[src/rtl/store_buffer.sv]
// rtl/store_buffer.sv - store FIFO between the memory stage and data memory
// Drains one store per cycle when the port is free and forwards the youngest match to loads.
module store_buffer #(
  parameter int DEPTH  = 4,
  parameter int ADDR_W = 10,
  parameter int DATA_W = 32,
  parameter int CNT_W  = 3
) (
  input  logic              clk,
  input  logic              rst,
  input  logic              st_valid,
  input  logic [ADDR_W-1:0] st_addr,
  input  logic [DATA_W-1:0] st_data,
  output logic              st_ready,
  input  logic              mem_busy,
  output logic              mem_we,
  output logic [ADDR_W-1:0] mem_addr,
  output logic [DATA_W-1:0] mem_wdata,
  input  logic [ADDR_W-1:0] ld_addr,
  output logic              fwd_hit,
  output logic [DATA_W-1:0] fwd_data,
  output logic [CNT_W-1:0]  count,
  output logic              empty,
  output logic              ovf_err
);
  localparam int PTR_W = $clog2(DEPTH);

  logic [ADDR_W-1:0] r_addr [DEPTH];
  logic [DATA_W-1:0] r_data [DEPTH];
  logic [DEPTH-1:0]  r_valid;
  logic [PTR_W-1:0]  r_wr_ptr;
  logic [PTR_W-1:0]  r_rd_ptr;
  logic [CNT_W-1:0]  r_count;
  logic              r_ovf;

  logic              w_push;
  logic              w_pop;
  logic [PTR_W-1:0]  w_scan_idx;

  // Ready comes from registered count only, so a pop while full does not free a slot this cycle.
  assign st_ready  = (r_count != CNT_W'(DEPTH));
  assign empty     = (r_count == '0);
  assign count     = r_count;
  assign ovf_err   = r_ovf;
  assign mem_we    = !empty && !mem_busy;
  assign mem_addr  = r_addr[r_rd_ptr];
  assign mem_wdata = r_data[r_rd_ptr];
  assign w_push    = st_valid && st_ready;
  assign w_pop     = mem_we;

  // Scan oldest to youngest from the tail; the last hit wins, giving the youngest match.
  always_comb begin
    fwd_hit    = 1'b0;
    fwd_data   = '0;
    w_scan_idx = '0;
    for (int i = 0; i < DEPTH; i++) begin
      w_scan_idx = r_rd_ptr + PTR_W'(i);
      if (r_valid[w_scan_idx] && (r_addr[w_scan_idx] == ld_addr)) begin
        fwd_hit  = 1'b1;
        fwd_data = r_data[w_scan_idx];
      end
    end
  end

  always_ff @(posedge clk) begin
    if (w_push && !rst) begin
      r_addr[r_wr_ptr] <= st_addr;
      r_data[r_wr_ptr] <= st_data;
    end
  end

  always_ff @(posedge clk) begin
    if (rst) begin
      r_wr_ptr <= '0;
      r_rd_ptr <= '0;
      r_count  <= '0;
      r_valid  <= '0;
      r_ovf    <= 1'b0;
    end else begin
      if (st_valid && !st_ready) begin
        r_ovf <= 1'b1;
      end
      if (w_push) begin
        r_valid[r_wr_ptr] <= 1'b1;
        r_wr_ptr          <= r_wr_ptr + 1'b1;
      end
      if (w_pop) begin
        r_valid[r_rd_ptr] <= 1'b0;
        r_rd_ptr          <= r_rd_ptr + 1'b1;
      end
      case ({w_push, w_pop})
        2'b10:   r_count <= r_count + 1'b1;
        2'b01:   r_count <= r_count - 1'b1;
        default: r_count <= r_count;
      endcase
    end
  end

endmodule

[config.mk]
export PLATFORM = sky130hd
export DESIGN_NAME = store_buffer
export DESIGN_NICKNAME = d
export VERILOG_FILES = /design/src/rtl/store_buffer.sv
export SDC_FILE = /design/constraint.sdc
export NUM_CORES = 1
export LEC_CHECK = 0
export CORE_MARGIN = 2
export CORE_UTILIZATION = 55
export CTS_CLUSTER_DIAMETER = 80
export DETAILED_ROUTE_END_ITERATION = 16
export HOLD_SLACK_MARGIN = 0.08
export PLACE_DENSITY = 0.79
export SYNTH_ARGS = -nofsm -noshare
export SYNTH_HDL_FRONTEND = slang
export SYNTH_SLANG_ARGS = --single-unit
[constraint.sdc]
create_clock -name clk -period 5.28 [get_ports clk]
set_input_delay 1.056 -clock clk [delete_from_list [all_inputs] [get_ports clk]]
set_output_delay 1.056 -clock clk [all_outputs]
set_load 0.01 [all_outputs]
==> impl_metrics.csv <==
group,metric,value,unit
outcome,status,"completed",
sta,setup_violations,0,
sta,tightest_slew,0.762,ns
sta,fmax,0.192,GHz
detailed_routing,via_per_inst,6.72,
critical_path,rrSetupSlack,2.77,ns
final_layout,seqCellArea,0.00534,mm2
logic_synthesis,syn_avg_cell_area,15.1,um2
global_route,grt_usage,26.6,%
global_route,grt_pass1_wl,45200,um
detailed_routing,ant_nets,0,
cts,clock-root-buffer,"clkbuf_16",
logic_synthesis,synth_compound_gate_area_share,11.7,%
sta,slew_violations,0,
die,io-pin-count,138,
logic_synthesis,synth_seq_cells,182,
critical_path,cp-end-kind,"output port",
job,maxCapViolCount,0,
logic_synthesis,synth-xor-area-share,3.36,%
hold_path,holdCritPathClass,"flop to flop",
global_route,grt_overflow_total,0,
final_layout,multi_input_area,0.00599,mm2
critical_path,cp.arrival,4.16,ns
place,routabilityCongestion,0.985,
power,powerDensity,415,mW/mm2
cts,htreeDepth,4,
sta,finalCritPeriodShare,98.7,%
critical_path,startpoint_type,"input pin",
logic_synthesis,synthAdderAreaFrac,1.13,%
hold_path,whs_endpoint,"ovf_err$_SDFFE_PP0P_",
detailed_routing,drt_iter0_drc,523,
power,peakVddDrop,345,uV
cts,numCtsBuffers,17,
critical_path,rr_worst_depth,7,
sta,skew,0.00845,ns
logic_synthesis,muxShareOfSynthArea,29.2,%
cts,cts_buffer_depth,2,
logic_synthesis,ys_seq_area_share,45.5,%
final_layout,fin_nets,975,
logic_synthesis,netlist_area,0.0117,mm2
detailed_routing,routed_wl,29400,um
die,die_h,150,um
place,place_hpwl,19700,um
logic_synthesis,async_reset_ff_share,0,%
global_route,grt_max_degree,65,
global_route,use_met2,44.8,%
sta,max-slew-margin-rel,49.2,%
die,initial_core_util,55.9,%
critical_path,worstPathRequired,4.22,ns
cts,clock-sinks,182,
critical_path,r2r_end,"r_data[3][16]$_DFFE_PP_",
global_route,grtUsageMet1,35.0,%
logic_synthesis,synth_flop_cell,"edfxtp_1",
global_route,grt.met3_usage,3.45,%
die,placementRows,53,
cts,insertion_delay,0.42,ns
detailed_routing,drtPass1Iterations,5,
logic_synthesis,synth_cells,776,
place,numPortBuffers,137,
critical_path,critPathKind,"input pin to output port",
sta,holdWs,0.475,ns
cts,cts.clk_slew.worst_paths,0.06,ns
critical_path,path_max_fanout,14,
logic_synthesis,yosysUniqueCellTypes,64,
logic_synthesis,synth_edf_count,168,
final_layout,final_cells,1198,
final_layout,nFillCells,1453,
critical_path,regToRegStartpoint,"count[0]$_SDFFE_PP0P_",
detailed_routing,drc,0,
die,dieArea,0.0225,mm2
detailed_routing,routedWlPerCell,24.6,um
die,coreArea,0.0210,mm2
global_route,busiest_layer,"met2",
logic_synthesis,synth-simple-area-share,5.36,%
final_layout,synthToLayoutAreaGrowth,20.9,%
global_route,grt_pass1_vias,8212,
hold_path,min_path_cells,2,
sta,min_period,5.21,ns
logic_synthesis,yosysWarningCount,0,
sta,hold_violations,0,
detailed_routing,vias,8048,
logic_synthesis,synth_top_cell_by_area,"edfxtp_1",
final_layout,layout-drive-gt1-share,32.0,%
die,die_x,150,um
global_route,antenna_found_initial,1,
power,leakage,0.00443,uW
logic_synthesis,syn_nets,842,
place,dp.cells,1159,
logic_synthesis,synth_top_cell_area_share,43.1,%
cts,cts_tree,"built",
logic_synthesis,ys_top_cells_by_area,"edfxtp_1 (43%), mux4_2 (23%), mux2i_1 (4.1%), a221oi_2 (3.8%), o31ai_2 (3.2%)",
logic_synthesis,synth_top_family_by_area,"multiplexers",
hold_path,holdCritStartpoint,"ovf_err$_SDFFE_PP0P_",
per-layer routing:
metal | vias up | part of all wire [%]
met5 | - | 0
met4 | 0 | 2.9
met3 | 56 | 6.4
met2 | 378 | 51
met1 | 4143 | 39
li1 | 3471 | -
final cells by class:
type	count	area share, %
multi-input combinational	513	42.3
sequential	182	37.7
timing repair buffer	184	13.2
clock buffer	18	3.03
tap	275	2.43
clock inverter	14	1.06
inverter	11	0.291
antenna	1	0.0177
worst max path at each step:
stage | startpoint | end | cells after the start | slack [ns]
after floorplan | r_rd_ptr[0]$_SDFFE_PP0N_ | fwd_data[27] | 13 | 0.95
after global placement | ld_addr[8] | fwd_data[12] | 10 | 0.14
after detailed placement | ld_addr[8] | fwd_data[12] | 10 | 0.09
after CTS | ld_addr[8] | fwd_data[12] | 10 | 0.07
after global routing | r_rd_ptr[1]$_SDFFE_PP0N_ | fwd_data[12] | 11 | -0.02
final | ld_addr[8] | fwd_data[12] | 10 | 0.07
where the power goes:
part / switching (uW) / internal [uW] / total, uW
logic: 1380 / 1460 / 2840
clock network: 541 / 702 / 1240
registers: 113 / 1690 / 1800
total: 2040 / 3840 / 5880
state kept, by name, indices dropped and copies added, names as in the netlist, named ones only:
name / count
r_data: 128
r_addr: 40
r_valid: 4
count: 3
r_rd_ptr: 2
r_wr_ptr: 2
ovf_err: 1
Yosys cell counts (7+ instances only):
cell and count:
edfxtp_1 168, mux4_2 119, nor2_1 51, nand2_1 50, mux2i_1 48, a221oi_2 30, o31ai_2 30, xnor2_1 27
buf_2 25, clkbuf_1 24, xor2_1 18, a21oi_1 16, dfxtp_1 14, mux2_2 14, o211ai_1 13, o21ai_0 13
inv_1 11, ha_1 9, buf_6 8, and2_1 7, buf_1 7
placed cells by master (no fill, tap or decap), drive strengths merged, types with 2 or more instances in the layout:
cell / instances
a2111oi: 4
a211oi: 7
a21oi: 16
a221oi: 31
a22oi: 3
a2bb2oi: 3
a31oi: 2
and2: 7
and3: 3
buf: 46
bufinv: 2
clkbuf: 19
clkdlybuf4s50: 137
clkinv: 6
clkinvlp: 2
dfxtp: 14
edfxtp: 168
ha: 9
inv: 15
mux2: 15
mux2i: 50
mux4: 121
nand2: 50
nand2b: 3
nand3: 3
nand4: 2
nor2: 52
nor3: 7
nor3b: 2
nor4: 5
o211ai: 13
o21ai: 15
o31ai: 31
xnor2: 27
xor2: 18
cell families (layout without fill, tap and decap cells):
group	count (synthesis)	in the layout
adders and majority gates	10	10
buffers and inverters	81	227
and+or+nand+nor	139	139
xor gates and xnor gates	45	45
other	0	1
AOI/OAI and AO/OA	133	133
muxes	186	186
DFF	182	182
through the flow:
step | TNS, ns | cell area (um2) | utilization (%) | power (uW) | worst slack, ns
after global placement | 0 | 13500 | 64.3 | 4520 | 0.140
after global routing | -0.0176 | 14200 | 67.6 | 6170 | -0.0176
after floorplan | 0 | 11700 | - | 3880 | 0.952
after CTS | 0 | 14100 | 67.1 | 5850 | 0.0738
after detailed placement | 0 | 13500 | 64.3 | 4600 | 0.0950
final | 0 | 14200 | 67.6 | 5880 | 0.0681
worst max-delay path: stages:
cell and delay [ns]:
clkdlybuf4s50_1 0.56, a2bb2oi_1 0.22, nand4_1 0.13, a2111oi_1 0.50, buf_4 0.19, and2_2 0.28
buf_12 0.22, a221oi_2 0.06, o31ai_2 0.33, clkdlybuf4s50_1 0.60
what timing repair did:
item	CTS	global route
hold buffers	0	0
setup endpoints to repair	0	11
gates resized for setup	0	7
buffers inserted	0	5
(Power assumes the default switching activity.)
